File: src/rtl/mem_bus_responder_pkg.sv
// -----------------------------------------------------------------------------
// mem_bus_responder_pkg
// Types and constants shared by the SysBus memory responder and its
// wait-state counter.
//   BUS_W        : SysBus width (multiplexed address/data)
//   WAIT_W       : width of the read wait-state counter
//   resp_state_t : responder transaction state
// -----------------------------------------------------------------------------
`timescale 1ns/1ps
package mem_bus_responder_pkg;

   localparam int unsigned BUS_W  = 16;
   localparam int unsigned WAIT_W = 4;

   typedef enum logic [2:0] {
      S_IDLE,
      S_ADDR_HELD,
      S_RD_ISSUE,
      S_RD_WAIT,
      S_RD_DRIVE,
      S_WR_COMMIT,
      S_WR_HOLD
   } resp_state_t;

endpackage

File: src/rtl/mem_wait_counter.sv
// -----------------------------------------------------------------------------
// mem_wait_counter
// Loadable down-counter used to insert read wait states. Stops at zero.
//   Clock     in  system clock
//   nReset    in  asynchronous active-low reset (count cleared)
//   i_Load    in  load i_LoadVal (has priority over i_Dec)
//   i_LoadVal in  value to load
//   i_Dec     in  decrement by one when non-zero
//   o_Zero    out count is zero
// -----------------------------------------------------------------------------
`timescale 1ns/1ps
module mem_wait_counter
   import mem_bus_responder_pkg::*;
(
   input  logic              Clock,
   input  logic              nReset,
   input  logic              i_Load,
   input  logic [WAIT_W-1:0] i_LoadVal,
   input  logic              i_Dec,
   output logic              o_Zero
);

   logic [WAIT_W-1:0] r_Count;

   always_ff @(posedge Clock or negedge nReset) begin
      if (!nReset) begin
         r_Count <= '0;
      end else if (i_Load) begin
         r_Count <= i_LoadVal;
      end else if (i_Dec && (r_Count != '0)) begin
         r_Count <= r_Count - WAIT_W'(1);
      end
   end

   assign o_Zero = (r_Count == '0);

endmodule

File: src/rtl/mem_bus_responder.sv
// -----------------------------------------------------------------------------
// mem_bus_responder
// Memory-side responder on the multiplexed SysBus. Latches the address on
// ALE, decodes the BASE window and services reads (nOE) and writes (nWE)
// against a synchronous single-port SRAM with WAIT_STATES extra read cycles.
//   Clock, nReset : clock, asynchronous active-low reset
//   ALE, nME      : address latch enable, memory enable (high aborts)
//   nOE, nWE      : read / write strobes (active-low)
//   BusIn         : pad value (address or write data)
//   BusOut, BusOe : read data and pad drive enable
//   Rdy           : read data valid / write commit cycle
//   ProtErr       : nOE and nWE both low while selected in ADDR_HELD
//   SramAddr/Re/We/WData/RData : SRAM macro interface
// -----------------------------------------------------------------------------
`timescale 1ns/1ps
module mem_bus_responder
   import mem_bus_responder_pkg::*;
#(
   parameter int unsigned                ADDR_W      = 10,
   parameter logic [BUS_W-ADDR_W-1:0]    BASE        = '0,
   parameter int unsigned                WAIT_STATES = 0
)
(
   input  logic              Clock,
   input  logic              nReset,
   input  logic              ALE,
   input  logic              nME,
   input  logic              nOE,
   input  logic              nWE,
   input  logic [BUS_W-1:0]  BusIn,
   output logic [BUS_W-1:0]  BusOut,
   output logic              BusOe,
   output logic              Rdy,
   output logic              ProtErr,
   output logic [ADDR_W-1:0] SramAddr,
   output logic              SramRe,
   output logic              SramWe,
   output logic [BUS_W-1:0]  SramWData,
   input  logic [BUS_W-1:0]  SramRData
);

   if (WAIT_STATES > 15) begin : g_bad_wait_states
      $error("mem_bus_responder: WAIT_STATES must be in 0..15");
   end
   if ((ADDR_W < 1) || (ADDR_W > BUS_W - 1)) begin : g_bad_addr_w
      $error("mem_bus_responder: ADDR_W must be in 1..15");
   end

   resp_state_t       r_State;
   resp_state_t       w_NextState;
   logic [ADDR_W-1:0] r_AddrReg;     // only the SRAM index bits are kept
   logic [BUS_W-1:0]  r_DataReg;
   logic              r_Sel;

   logic w_BusSel;
   logic w_LatchAddr;
   logic w_LatchWData;
   logic w_LatchRData;
   logic w_CntLoad;
   logic w_CntDec;
   logic w_CntZero;
   logic w_ProtErr;
   logic w_Drive;

   assign w_BusSel = (BusIn[BUS_W-1:ADDR_W] == BASE);

   mem_wait_counter u_wait_counter (
      .Clock     (Clock),
      .nReset    (nReset),
      .i_Load    (w_CntLoad),
      .i_LoadVal (WAIT_W'(WAIT_STATES)),
      .i_Dec     (w_CntDec),
      .o_Zero    (w_CntZero)
   );

   always_ff @(posedge Clock or negedge nReset) begin
      if (!nReset) begin
         r_State   <= S_IDLE;
         r_AddrReg <= '0;
         r_DataReg <= '0;
         r_Sel     <= 1'b0;
      end else begin
         r_State <= w_NextState;
         if (w_LatchAddr) begin
            r_AddrReg <= BusIn[ADDR_W-1:0];
            r_Sel     <= w_BusSel;
         end
         if (w_LatchWData) begin
            r_DataReg <= BusIn;
         end else if (w_LatchRData) begin
            r_DataReg <= SramRData;
         end
      end
   end

   always_comb begin
      w_NextState  = r_State;
      w_LatchAddr  = 1'b0;
      w_LatchWData = 1'b0;
      w_LatchRData = 1'b0;
      w_CntLoad    = 1'b0;
      w_CntDec     = 1'b0;
      w_ProtErr    = 1'b0;

      // nME high ends any transaction ahead of every other transition
      if ((r_State != S_IDLE) && nME) begin
         w_NextState = S_IDLE;
      end else begin
         unique case (r_State)
            S_IDLE: begin
               if (ALE && !nME) begin
                  w_LatchAddr = 1'b1;
                  w_NextState = S_ADDR_HELD;
               end
            end
            S_ADDR_HELD: begin
               // nME is known low here
               if (ALE) begin
                  w_LatchAddr = 1'b1;
               end else if (!r_Sel) begin
                  // unselected: strobes are ignored
               end else if (!nOE && !nWE) begin
                  w_ProtErr = 1'b1;
               end else if (!nOE) begin
                  w_NextState = S_RD_ISSUE;
               end else if (!nWE) begin
                  w_LatchWData = 1'b1;
                  w_NextState  = S_WR_COMMIT;
               end
            end
            S_RD_ISSUE: begin
               w_CntLoad   = 1'b1;
               w_NextState = S_RD_WAIT;
            end
            S_RD_WAIT: begin
               if (w_CntZero) begin
                  w_LatchRData = 1'b1;
                  w_NextState  = S_RD_DRIVE;
               end else begin
                  w_CntDec = 1'b1;
               end
            end
            S_RD_DRIVE: begin
               if (nOE) begin
                  w_NextState = S_ADDR_HELD;
               end
            end
            S_WR_COMMIT: begin
               w_NextState = S_WR_HOLD;
            end
            S_WR_HOLD: begin
               if (nWE) begin
                  w_NextState = S_ADDR_HELD;
               end
            end
            default: begin
               w_NextState = S_IDLE;
            end
         endcase
      end
   end

   // Drive follows the live strobes so the pads release in the same cycle
   // nOE or nME rises.
   assign w_Drive   = (r_State == S_RD_DRIVE) && !nOE && !nME;

   assign BusOe     = w_Drive;
   assign BusOut    = (r_State == S_RD_DRIVE) ? r_DataReg : '0;
   assign Rdy       = w_Drive || (r_State == S_WR_COMMIT);
   assign ProtErr   = w_ProtErr;
   assign SramAddr  = r_AddrReg;
   assign SramRe    = (r_State == S_RD_ISSUE);
   assign SramWe    = (r_State == S_WR_COMMIT);
   assign SramWData = r_DataReg;

endmodule

File: config.mk
export PLATFORM = sky130hd
export DESIGN_NAME = mem_bus_responder
export DESIGN_NICKNAME = d
export VERILOG_FILES = /design/src/rtl/mem_bus_responder_pkg.sv /design/src/rtl/mem_wait_counter.sv /design/src/rtl/mem_bus_responder.sv
export SDC_FILE = /design/constraint.sdc
export NUM_CORES = 1
export LEC_CHECK = 0
export CAP_MARGIN = 20
export CORE_ASPECT_RATIO = 0.5
export CORE_MARGIN = 8
export CORE_UTILIZATION = 42
export DETAILED_ROUTE_END_ITERATION = 6
export PLACE_DENSITY_LB_ADDON = 0.05
export SLEW_MARGIN = 10
export SYNTH_ARGS = -nofsm -noshare
export SYNTH_HDL_FRONTEND = slang
export SYNTH_HIERARCHICAL = 1
export SYNTH_SLANG_ARGS = --single-unit
File: constraint.sdc
create_clock -name Clock -period 2.6 [get_ports Clock]
set_input_delay 0.52 -clock Clock [delete_from_list [all_inputs] [get_ports Clock]]
set_output_delay 0.52 -clock Clock [all_outputs]
set_load 0.005 [all_outputs]
# After elaboration in Yosys (flattened, before gate mapping)
# Index checks and enable logic that the tools add are counted.
# word_totals
latch_bits	0
romBits	0
reg_bits	34
ramBits	0
wordCells	78
mem_count	0
# classes
eq_ne	14
order_cmp	0
multipliers	0
n_bitwise	0
add_sub_neg	1
shift	0
reduce_logical	18
n_mux	40
div_mod_pow	0
# op_table
op	count
two-way mux 16 bit	3
two-way mux 3 bit	10
two-way mux 1 bit	23
one-hot mux 3 bit (7 select lines)	1
inequality test 3 bit (second input constant)	6
equality test 3 bit (second input constant)	3
two-way mux 4 bit	2
AND reduction 8 bit	1
equality test 3 x 2 -> 1 bit (second input constant)	2
logical AND 1 bit	6
logical NOT 6 bit	1
logical NOT 4 bit	1
inequality test 4 bit (second input constant)	1
nonzero test 2 bit	2
nonzero test 4 bit	1
subtractor 4 x 1 -> 4 bit (second input constant)	1
equality test 3 x 1 -> 1 bit (second input constant)	1
logical NOT 1 bit	3
logical NOT 3 bit	1
inequality test 3 x 2 -> 1 bit (second input constant)	1
nonzero test 3 bit	1
one-hot mux 1 bit (2 select lines)	1
logical OR 1 bit	1

# Longest topological paths before layout
# logic_depth
ltp_word	8
mapped_depth	8
depth_no_buf	8

# Hierarchy
# The synthesis kept the hierarchy.
# modules_own_cells
mod	area_each_um2	seq_area_each_um2	cells_per_inst	n_inst
mem_bus_responder	1636.6	750.7	149	1
mem_wait_counter	252.7	100.1	27	1

# Worst setup path before layout
# Ideal clock, no wire load.
# synth_path
kind	register to register
start	register u_wait_counter.r_Count[0]
end	register u_wait_counter.r_Count[3]
synth_period_minus_slack_ns	2.101
path_buffers	0
arrival_time_ns	1.975
setup_time_ns	0.126
required_time_ns	2.474
path_slack_ns	0.499
path_stages_with_launch	9
cell_sequence	dfrtp_1 > inv_1 > ha_1 > or3b_4 > inv_1 > nor3_1 > nor4b_1 > nor3b_1 > a221o_1
# synth_via
elab_chain_cells	6
# synth_lines
element	line	source
start, declared	mem_wait_counter.sv:23	logic [WAIT_W-1:0] r_Count;
start signal, assigned	mem_wait_counter.sv:29	r_Count <= i_LoadVal;
start signal, assigned	mem_wait_counter.sv:31	r_Count <= r_Count - WAIT_W'(1);
logical NOT 4 bit	mem_wait_counter.sv:35	assign o_Zero = (r_Count == '0);
via w_CntZero	mem_bus_responder.sv:61	logic w_CntZero;
two-way mux 1 bit	mem_bus_responder.sv:136	if (w_CntZero) begin
two-way mux 1 bit	mem_bus_responder.sv:109	unique case (r_State)
two-way mux 1 bit	mem_bus_responder.sv:106	if ((r_State != S_IDLE) && nME) begin
via w_CntDec	mem_bus_responder.sv:60	logic w_CntDec;
logical AND 1 bit	mem_wait_counter.sv:30	end else if (i_Dec && (r_Count != '0)) begin
nonzero test 2 bit (no source line)	--	
# The timed path passes the listed nets, and every way through them passes these cells. The select of a mux whose other input is x is not followed.
# A chain may end at the register's enable or synchronous reset.

# Worst setup path in the final report
# layout_path
start	register r_State[0]
end	output port Rdy
# layout_via
elab_chain_cells	4
# layout_lines
element	line	source
start, declared	mem_bus_responder.sv:49	resp_state_t r_State;
start signal, assigned	mem_bus_responder.sv:83	r_State <= w_NextState;
equality test 3 bit	mem_bus_responder.sv:165	assign w_Drive = (r_State == S_RD_DRIVE) && !nOE && !nME;
logical AND 1 bit (2 in series)	mem_bus_responder.sv:165	
logical OR 1 bit *	mem_bus_responder.sv:169	assign Rdy = w_Drive || (r_State == S_WR_COMMIT);
end, declared	mem_bus_responder.sv:33	output logic Rdy,
# Every way passes the cells marked *; elsewhere a longest branch is shown, timed or not.

==> flow_summary_export.csv <==
group,metric,value,unit
outcome,outcome,"completed",
hold_path,hold_class,"reg2reg",
clocking,clock-sinks,34,
clocking,numCtsBuffers,5,
power_and_ir_drop,combPwrFrac,48.9,%
timing,max_freq,392.7,MHz
global_routing,grt_max_degree,35,
power_and_ir_drop,switching_share,32.77,%
timing,clock_skew,0.007687,ns
hold_path,hold_end,"SramAddr[3]$_DFFE_PN0P_",
power_and_ir_drop,power_leakage,1.239,nW
power_and_ir_drop,p_clk_share,15.4,%
worst_setup_path,worstPathRequired,2.08,ns
clocking,clock_latency,0.29,ns
yosys,synth_compound_area_share,23.97,%
finish,multiInputGateArea,974.7,um^2
global_routing,grt_pass1_wl,9.646,mm
detailed_routing,firstDrtPassIters,4,
detailed_routing,drt-vias-per-instance,5.353,
power_and_ir_drop,power_frac_seq,35.7,%
detailed_routing,drc,0,
yosys,syn_inst,176,
timing,slew_viol_final,0,
yosys,ys_ff_latch,34,
worst_setup_path,cp-end-kind,"output port",
worst_setup_path,crit_fanout,9,
worst_setup_path,critPathArrivalTime,2.03,ns
global_routing,grt_pass1_vias,1861,
clocking,root_buffer,"clkbuf_8",
placed_design,gp_congestion,0.8539,
finish,fillerInstances,357,
timing,fin_crit_sh,97.94,%
power_and_ir_drop,finalPower,2.695,mW
clocking,clockBufferDepth,2,
finish,drive_gt1_share,20.07,%
die,dieArea,7031,um^2
die,ioPinCount,85,
power_and_ir_drop,p_sw,0.8832,mW
worst_setup_path,cp-start-kind,"flip-flop",
timing,fin_hold_ws,0.5091,ns
die,start_util,43.33,%
worst_setup_path,rr_worst_depth,8,
finish,most-common-layout-cells,"83 x clkdlybuf4s50_1, 34 x dfrtp_1, 17 x o22ai_1, 16 x and2_1, 14 x buf_4",
finish,fin_util,68.41,%
yosys,ys.flop_type,"dfrtp_1",
yosys,yosysSeqAreaShare,45.03,%
clocking,cts_tree,"yes",
flow_run,drv_cap,0,
timing,fin_setup_tns,0,ns
global_routing,grt_use_total,16.68,%
yosys,synth_adder_area_share,0.6623,%
power_and_ir_drop,intPower,1.812,mW
detailed_routing,ant_nets,0,
hold_path,whs_path_depth,1,
detailed_routing,drt_iter0_markers,56,
yosys,yosysUniqueCellTypes,44,
placed_design,dp_hpwl,4.419,mm
die,die_x,110.9,um
worst_setup_path,timing.rr.start,"u_wait_counter/r_Count[0]$_DFFE_PN0P_",
yosys,yosys.area_share.simple,18.34,%
timing,timing.final.crit_period,2.546,ns
timing,hold_viol,0,
placed_design,port_buffers,84,
timing,worst_slack,0.05366,ns
finish,final_common_cell,"clkdlybuf4s50_1",
finish,final_nets,312,
yosys,muxShareOfSynthArea,6.490,%
power_and_ir_drop,p_per_area,903.4,nW/um^2
worst_setup_path,setup.worst_path.class,"reg2out",
placed_design,place_ws,-0.03420,ns
clocking,cts-htree-levels,2,
yosys,synth_area,1889,um^2
timing,rsz0062_at_grt,"false",
yosys,synth_warnings,6,
die,coreArea,4360,um^2
yosys,syn_avg_cell_area,10.73,um^2
global_routing,antenna_found_initial,0,
yosys,synth-edff-count,0,
clocking,clk_pin_slew_worst_paths,0.07,ns
timing,setup_viol,0,
finish,synthToLayoutAreaGrowth,57.88,%
detailed_routing,routed_wl,5.819,mm
global_routing,gr-total-overflow,0,
worst_setup_path,r2r_slack,0.41,ns
yosys,synth-async-reset-ratio,100.0,%
detailed_routing,post_drt_wl_per_cell,17.58,um
detailed_routing,vias,1772,
finish,regArea,850.8,um^2
finish,diodes,0,
worst_setup_path,r2r_end,"SramWData[2]$_DFFE_PN0P_",
hold_path,min-delay-start,"SramAddr[3]$_DFFE_PN0P_",
clocking,cts.hold.buffers_added,0,
die,rows,17,
yosys,synth_xor_xnor_area_share,0.4636,%
power_and_ir_drop,peakVddDrop,0.4700,mV
yosys,synth_top_family_by_area,"compound AO/OA/AOI/OAI gates",
die,dieHeight,63.43,um
-- cells by family after synthesis --
kind of cell,after synthesis
and+or+nand+nor,56
AOI/OAI and AO/OA,54
DFF,34
buffers and inverters,18
muxes,11
adders and majority gates,1
other,1
xor gates and xnor gates,1
-- layout make-up --
class / instances / area share, %
Sequential cell: 34 / 28.52
Clock inverter: 2 / 0.4195
Multi-Input combinational cell: 127 / 32.68
Tap cell: 57 / 2.391
Clock buffer: 6 / 2.768
Timing Repair Buffer: 99 / 32.47
Inverter: 6 / 0.7550
-- power by group through the flow --
stage	clock network (mW)	registers (mW)	logic, mW
after floorplan	0	0.945	0.590
after global placement	0	0.956	1.29
after detailed placement	0	0.975	1.32
after CTS	0.427	0.963	1.33
after global routing	0.449	0.997	1.43
final	0.415	0.963	1.32
-- how the worst max path moves through the flow --
stage	depth (start not counted)	end	slack, ns	start
after floorplan	8	u_wait_counter/r_Count[3]$_DFFE_PN0P_	0.50	u_wait_counter/r_Count[0]$_DFFE_PN0P_
after global placement	5	ProtErr	0.09	nME
after detailed placement	5	ProtErr	-0.03	nME
after CTS	5	ProtErr	0.03	nME
after global routing	4	Rdy	0.01	r_State[0]$_DFFE_PN0P_
final	4	Rdy	0.05	r_State[0]$_DFFE_PN0P_
-- cell usage after synthesis (2+ instances only) --
| library cell | number | area share [%] |
|---|---|---|
| o21ai_0 | 7 | 1.9 |
| nor3b_1 | 4 | 1.6 |
| nor4_1 | 3 | 0.99 |
| or2b_1 | 2 | 0.79 |
| nand2_1 | 8 | 1.6 |
| dfrtp_1 | 34 | 45 |
| inv_1 | 5 | 0.99 |
| o22ai_1 | 17 | 5.6 |
| and2_1 | 16 | 5.3 |
| a2bb2oi_1 | 6 | 2.8 |
| nand2b_1 | 2 | 0.66 |
| clkbuf_1 | 9 | 1.8 |
| nor2b_1 | 2 | 0.66 |
| mux2_2 | 10 | 6.0 |
| a21oi_1 | 5 | 1.3 |
| a2bb2oi_2 | 10 | 7.9 |
| nor2_1 | 5 | 0.99 |
| nor3_1 | 5 | 1.3 |
-- flip-flops by register name, indices dropped and copies added, names as in the netlist --
signal and flops:
u_wait_counter/r_Count 4, r_State 3, SramAddr 10, r_Sel 1, SramWData 16
-- metrics by stage --
stage	std cells	area [um^2]
after floorplan	179	1901
after CTS	330	2973
final	331	2983
after detailed placement	322	2872
after global routing	331	2983
after global placement	322	2872
-- metal layers --
| metal | GRT usage (%) | wire length, um |
|---|---|---|
| met3 | 5.571 | 350 |
| met2 | 27.62 | 2766 |
| met1 | 20.34 | 2652 |
| met5 | 0 | 0 |
| met4 | 4.508 | 50 |
-- critical path: stages, from the launching register on --
cell	delay (ns)
dfrtp_1	0.48
nor3b_2	0.25
nor3b_1	0.34
or2_2	0.18
clkdlybuf4s50_1	0.49
-- repair_timing --
action                                  4_1_cts  5_1_grt
hold endpoints to repair                      0        0
gates cloned                                  0        0
setup buffers                                 0        1
endpoints found under the setup margin        1        1
pin swaps                                     0        1
resized for setup                             1        1
(Power assumes the default switching activity.)
